`config.mk`:
```
export PLATFORM = sky130hd
export DESIGN_NAME = interleaver_pingpong_ctrl
export DESIGN_NICKNAME = d
export VERILOG_FILES = /design/src/rtl/interleaver_pkg.sv /design/src/rtl/ilv_bank_ctr.sv /design/src/rtl/interleaver_pingpong_ctrl.sv
export SDC_FILE = /design/constraint.sdc
export NUM_CORES = 1
export LEC_CHECK = 0
export BUFFER_PORTS_ARGS = -buffer_cell sky130_fd_sc_hd__buf_2
export CORE_UTILIZATION = 35
export CTS_CLUSTER_DIAMETER = 120
export DETAILED_ROUTE_END_ITERATION = 7
export GPL_TIMING_DRIVEN = 0
export PLACE_DENSITY = 0.66
export SLEW_MARGIN = 20
export SYNTH_ARGS = -nofsm -noshare
export SYNTH_HDL_FRONTEND = slang
export SYNTH_SLANG_ARGS = --single-unit
```
`constraint.sdc`:
```
create_clock -name clk -period 2.4 [get_ports clk]
set_input_delay 0.12 -clock clk [delete_from_list [all_inputs] [get_ports clk]]
set_output_delay 0.12 -clock clk [all_outputs]
set_load 0.02 [all_outputs]
```
`src/rtl/interleaver_pkg.sv`:
```
// Shared types and defaults for the turbo interleaver ping-pong controller.
// Holds the FSM state enums, the default block lengths and the length-select helper.
package interleaver_pkg;

    localparam int unsigned K_SMALL_DEF = 1056;
    localparam int unsigned K_LARGE_DEF = 6144;

    typedef enum logic [1:0] {
        W_IDLE,
        W_FILL,
        W_WAIT
    } wr_state_t;

    typedef enum logic [1:0] {
        R_IDLE,
        R_DRAIN,
        R_DONE
    } rd_state_t;

    function automatic int unsigned blk_len(
        input logic        sel,
        input int unsigned k_small = K_SMALL_DEF,
        input int unsigned k_large = K_LARGE_DEF
    );
        return sel ? k_large : k_small;
    endfunction

endpackage

```
`src/rtl/ilv_bank_ctr.sv`:
```
// Loadable up-counter with clear and enable; at_term flags count == term_val.
// Clear has priority over load, load over increment.
module ilv_bank_ctr #(
    parameter int unsigned ADDR_W = 13
) (
    input  logic              clk,
    input  logic              reset,
    input  logic              clear,
    input  logic              load,
    input  logic [ADDR_W-1:0] load_val,
    input  logic              en,
    input  logic [ADDR_W-1:0] term_val,
    output logic [ADDR_W-1:0] count,
    output logic              at_term
);

    always_ff @(posedge clk or posedge reset) begin
        if (reset) begin
            count <= '0;
        end else if (clear) begin
            count <= '0;
        end else if (load) begin
            count <= load_val;
        end else if (en) begin
            count <= count + ADDR_W'(1);
        end
    end

    assign at_term = (count == term_val);

endmodule

```
`src/rtl/interleaver_pingpong_ctrl.sv`:
```
// Ping-pong bank controller: fills one interleaver RAM bank from the CRC stage
// while the other bank is drained towards the permutation address unit.
module interleaver_pingpong_ctrl
    import interleaver_pkg::*;
#(
    parameter int unsigned ADDR_W  = 13,
    parameter int unsigned K_SMALL = K_SMALL_DEF,
    parameter int unsigned K_LARGE = K_LARGE_DEF
) (
    input  logic              clk,
    input  logic              reset,
    input  logic              in_start,
    input  logic              in_valid,
    input  logic              in_last,
    input  logic              blk_sel,
    input  logic              mode,
    output logic              in_ready,
    output logic              wr_en,
    output logic              wr_bank,
    output logic [ADDR_W-1:0] wr_addr,
    input  logic              out_ready,
    output logic              rd_en,
    output logic              rd_bank,
    output logic [ADDR_W-1:0] rd_cnt,
    output logic [ADDR_W-1:0] rd_len,
    output logic              rd_mode,
    output logic              rd_first,
    output logic              rd_last,
    output logic              done,
    output logic              short_blk,
    output logic              proto_err
);

    wr_state_t         w_state, w_next;
    rd_state_t         r_state, r_next;

    logic [1:0]        full;
    logic [ADDR_W-1:0] bank_len [2];
    logic [1:0]        mode_tag;

    logic [ADDR_W-1:0] cur_k, k_sel, k_act;
    logic              cur_mode, mode_act;
    logic [ADDR_W-1:0] wr_cnt, rd_cnt_q, rd_len_q;
    logic              rd_mode_q;
    logic              wr_term, rd_term;
    logic              wr_close, rd_close;
    logic              short_q, proto_q;

    // The first beat of a block is judged against the live blk_sel/mode,
    // later beats against the values latched on that first beat.
    assign k_sel    = ADDR_W'(blk_len(blk_sel, K_SMALL, K_LARGE));
    assign k_act    = (w_state == W_IDLE) ? k_sel : cur_k;
    assign mode_act = (w_state == W_IDLE) ? mode  : cur_mode;

    ilv_bank_ctr #(.ADDR_W(ADDR_W)) u_wr_ctr (
        .clk      (clk),
        .reset    (reset),
        .clear    (wr_close),
        .load     (1'b0),
        .load_val ('0),
        .en       (wr_en),
        .term_val (k_act - ADDR_W'(1)),
        .count    (wr_cnt),
        .at_term  (wr_term)
    );

    ilv_bank_ctr #(.ADDR_W(ADDR_W)) u_rd_ctr (
        .clk      (clk),
        .reset    (reset),
        .clear    (rd_close),
        .load     (1'b0),
        .load_val ('0),
        .en       (rd_en),
        .term_val (rd_len_q - ADDR_W'(1)),
        .count    (rd_cnt_q),
        .at_term  (rd_term)
    );

    always_ff @(posedge clk or posedge reset) begin
        if (reset) begin
            w_state <= W_IDLE;
            r_state <= R_IDLE;
        end else begin
            w_state <= w_next;
            r_state <= r_next;
        end
    end

    always_comb begin
        w_next = w_state;
        unique case (w_state)
            W_IDLE: begin
                if (wr_close)   w_next = full[~wr_bank] ? W_WAIT : W_IDLE;
                else if (wr_en) w_next = W_FILL;
            end
            W_FILL: begin
                if (wr_close)   w_next = full[~wr_bank] ? W_WAIT : W_IDLE;
            end
            W_WAIT: begin
                if (!full[wr_bank]) w_next = W_IDLE;
            end
            default: w_next = W_IDLE;
        endcase
    end

    always_comb begin
        r_next = r_state;
        unique case (r_state)
            R_IDLE:  if (full[rd_bank]) r_next = R_DRAIN;
            R_DRAIN: if (rd_close)      r_next = R_DONE;
            R_DONE:  r_next = R_IDLE;
            default: r_next = R_IDLE;
        endcase
    end

    always_comb begin
        in_ready = (w_state != W_WAIT);
        wr_en    = in_valid & in_ready &
                   ((w_state == W_FILL) | ((w_state == W_IDLE) & in_start));
        wr_close = wr_en & (in_last | wr_term);
        rd_en    = (r_state == R_DRAIN) & out_ready;
        rd_close = rd_en & rd_term;
        done     = (r_state == R_DONE);
    end

    // Write-close and read-free always address opposite banks, so both
    // updates to full[] can land on the same edge.
    always_ff @(posedge clk or posedge reset) begin
        if (reset) begin
            full        <= '0;
            bank_len[0] <= '0;
            bank_len[1] <= '0;
            mode_tag    <= '0;
            wr_bank     <= 1'b0;
            rd_bank     <= 1'b0;
            cur_k       <= '0;
            cur_mode    <= 1'b0;
            rd_len_q    <= '0;
            rd_mode_q   <= 1'b0;
            short_q     <= 1'b0;
            proto_q     <= 1'b0;
        end else begin
            short_q <= wr_close & in_last & ~wr_term;
            proto_q <= (w_state == W_IDLE) & in_valid & ~in_start;
            if ((w_state == W_IDLE) && wr_en) begin
                cur_k    <= k_sel;
                cur_mode <= mode;
            end
            if (wr_close) begin
                full[wr_bank]     <= 1'b1;
                bank_len[wr_bank] <= wr_cnt + ADDR_W'(1);
                mode_tag[wr_bank] <= mode_act;
                wr_bank           <= ~wr_bank;
            end
            if ((r_state == R_IDLE) && full[rd_bank]) begin
                rd_len_q  <= bank_len[rd_bank];
                rd_mode_q <= mode_tag[rd_bank];
            end
            if (rd_close) begin
                full[rd_bank] <= 1'b0;
                rd_bank       <= ~rd_bank;
            end
        end
    end

    assign wr_addr   = wr_cnt;
    assign rd_cnt    = rd_cnt_q;
    assign rd_len    = rd_len_q;
    assign rd_mode   = rd_mode_q;
    assign rd_first  = rd_en & (rd_cnt_q == '0);
    assign rd_last   = rd_en & rd_term;
    assign short_blk = short_q;
    assign proto_err = proto_q;

endmodule

```
==> results.toml <==
[global_routing]
antenna_found_initial = 0
grt_max_degree = 48
grt_use_total = 0.183
grt_pass1_vias = 3546
grt-ovfl-total = 0
grt_pass1_wl_mm = 17.8

[synthesis]
synth_cells = 427
synth.distinct_cells = 51
ys_ff_latch = 81
synth_top_cells_by_count = "dfrtp_1 (81), nand2_1 (56), o21ai_0 (41), nor2_1 (33), xor2_1 (23)"
synth-edff-count = 0
yosys.area_share.simple = 0.185
async_flop_share = 1.00
netlist_top_cells_area = "dfrtp_1 (49%), nand2_1 (5.0%), o21ai_0 (4.9%)"
synth-xor-area-share = 0.0925
synth_top_family_by_area = "simple AND/OR/NAND/NOR gates"
yosysTopAreaCell = "dfrtp_1"
yosysWarnings = 0
synthFlopType = "dfrtp_1"
synth_adder_area_share = 0.0150
synth_seq_area_share = 0.487
yosysMostFrequentCell = "dfrtp_1"
synth_top_area_frac = 0.487
yosys-mux-area-fraction = 0.0589
synth_compound_area_frac = 0.130
syn_area_um2 = 4170
avgSynthCellArea_um2 = 9.75
synth_nets = 440

[sta]
final.min_clock_period_ns = 2.65
rsz0062_at_grt = "yes"
worst_slack_ns = -0.254
relSlewSlack = 0.489
final-hold-violation-count = 0
post-route-period-util = 1.11
tns_ns = -6.00
max_freq_ghz = 0.377
slew_viol_final = 0
tightest_slew_ns = 0.766
setup_violations = 46
fin_skew_ns = 0.00832

[clock_network]
cts_root_buffer = "clkbuf_16"
cts_sinks = 81
htree_num_levels = 3
insertion_delay_ns = 0.34
cts_tree = "built"
clkTransAtPathRegs_ns = 0.06
clockBufferDepth = 2
numCtsBuffers = 9

[die]
ioPinCount = 58
dieWidth_um = 111
fp.dieH_um = 111
dieArea_um2 = 12300
core-area_um2 = 11500
rows = 39
start_util = 0.362

[placement]
place.port_buffers = 57
placedCellCount = 628
post-dp-hpwl_mm = 7.24
place_congestion = 0.877

[worst_setup_path]
cp_top_family = "simple AND/OR/NAND/NOR gates"
slowest_stage = "or4_4"
critPathKind = "register to output port"
start_kind = "register"
regToRegStartpoint = "rd_len[0]"
cp.required_ns = 2.28
path_buf_inv = 1
path_cells = "or4_4, or4_4, a21oi_2, a21oi_2, a2111oi_4, buf_4"
startpoint = "rd_len[0]"
cp_data_arrival_time_ns = 2.53
cp-end-kind = "output port"
path_max_fanout = 5
crit_path_max_incr_delay_ns = 0.57

[routing]
firstDrtPassIters = 7
wl_per_cell_um = 16.6
routed_via_density = 5.29
drc_errors = 14
via_count = 3599
drt_iter0_markers = 265
postRouteAntennaNets = 0
routed_wl_mm = 11.3

[power_and_ir_drop]
power.density_nw_per_um2 = 838
peakVddDrop_uv = 575
leakagePower_nw = 2.64

[finish]
syn_to_final_growth_pct = 40.6
fillers = 1051
regArea_um2 = 2040
n_antenna_cell = 0
drive_gt1_frac = 0.428
multi_input_area_um2 = 2460
finalNetCount = 545
layout.cells.non_filler = 680

[min_path]
min-delay-start = "mode"
min_path_type = "primary input to register"

[status]
violations = "DRC, setup timing"
status = "finished with violations"

[run]
drv_cap = 0
per-stage QoR:
stage / worst slack [ns] / instance area (µm²) / hold WS (ns) / util / power [W]
2_1_floorplan: -0.282 / 4260 / 0.191 / - / 0.00267
3_3_place_gp: -0.942 / 4730 / 0.298 / 0.410 / 0.00296
4_1_cts: -0.321 / 5550 / 0.0350 / 0.482 / 0.00472
5_1_grt: -0.358 / 5850 / 0.0366 / 0.508 / 0.00515
6_report: -0.254 / 5850 / 0.0418 / 0.508 / 0.00491
3_5_place_dp: -0.595 / 4760 / 0.182 / 0.413 / 0.00302
layout make-up:
cell class                      count  share of cell area
Multi-Input combinational cell    316               0.420
Sequential cell                    81               0.348
Timing Repair Buffer               99               0.121
Clock buffer                       10              0.0391
Tap cell                          143              0.0306
Buffer                             13              0.0182
Clock inverter                      6              0.0158
Inverter                           12             0.00834
placed cells by master (no fill, tap or decap), types with 3 or more instances in the layout:
cell and n:
nand2b_1 3, or4_4 4, dfrtp_2 7, o21ai_0 25
nand2_2 11, xor2_1 22, inv_1 8, buf_8 4
nor2_2 18, xnor2_1 20, o21ai_1 5, nor4b_1 3
o21ai_2 12, ha_1 3, nor2_4 6, and3_1 3
dfrtp_1 74, nor2_1 18, clkbuf_1 9, buf_4 22
nand2_1 41, a21oi_2 16, nor2b_1 4, mux2i_1 19
nand3_1 6, nand2_4 4, buf_2 57, nor3_1 5
a31oi_1 3, nand4_1 6, buf_6 15, clkbuf_16 10
o31ai_1 7
final timing paths:
path,end,slack (ns),cells past startpoint
worst max-delay path,rd_last,-0.25,6
worst min-delay path,cur_mode,0.04,2
worst max register to register,u_rd_ctr.count[10],-0.23,8
worst min register to register,bank_len[4],0.50,2
max in group asynchronous,w_state[1],1.44,4
min in group asynchronous,rd_len[5],0.36,3
sequential cells by signal, indices dropped and copies added (netlist names), 13 cells and up:
| register | flops |
|---|---|
| bank_len | 26 |
| rd_len | 13 |
| u_rd_ctr.count | 13 |
| u_wr_ctr.count | 13 |
worst register-to-register path, stage by stage, from the launching register on:
cell and delay, ns:
dfrtp_2 0.44, or4_4 0.57, or4_4 0.53, a21oi_2 0.15
a21oi_2 0.08, a2111oi_4 0.35, buf_6 0.21, buf_12 0.15
nor2_2 0.04
cell families (layout without fill, tap and decap cells):
family                   Yosys count  in the layout
AO/OA/AOI/OAI                     87             87
flip-flops                        81             81
buffers and inverters             30            140
adder cells (fa/ha/maj)            5              5
multiplexers                      24             24
XOR/XNOR                          44             44
AND/OR/NAND/NOR                  156            156
report_power, final:
group          internal, W  total [W]  switching (W)
clock network     0.000915    0.00147       0.000560
registers          0.00165    0.00200       0.000348
logic             0.000670    0.00143       0.000763
what timing repair did:
| item | 4_1_cts | 5_1_grt |
|---|---|---|
| resized for setup | 79 | 66 |
| endpoints found under the setup margin | 57 | 56 |
| buffers inserted | 24 | 13 |
| hold endpoints to repair | 35 | 0 |
| gates cloned | 3 | 1 |
| hold buffers | 2 | 0 |
| pin swaps | 32 | 16 |
metal layers:
metal	wire (µm)	GRT usage	part of all wire
met1	4830	0.228	0.43
met3	543	0.0437	0.048
met5	0	0	0
met2	5670	0.313	0.50
met4	218	0.0568	0.019
(Power assumes the default switching activity.)
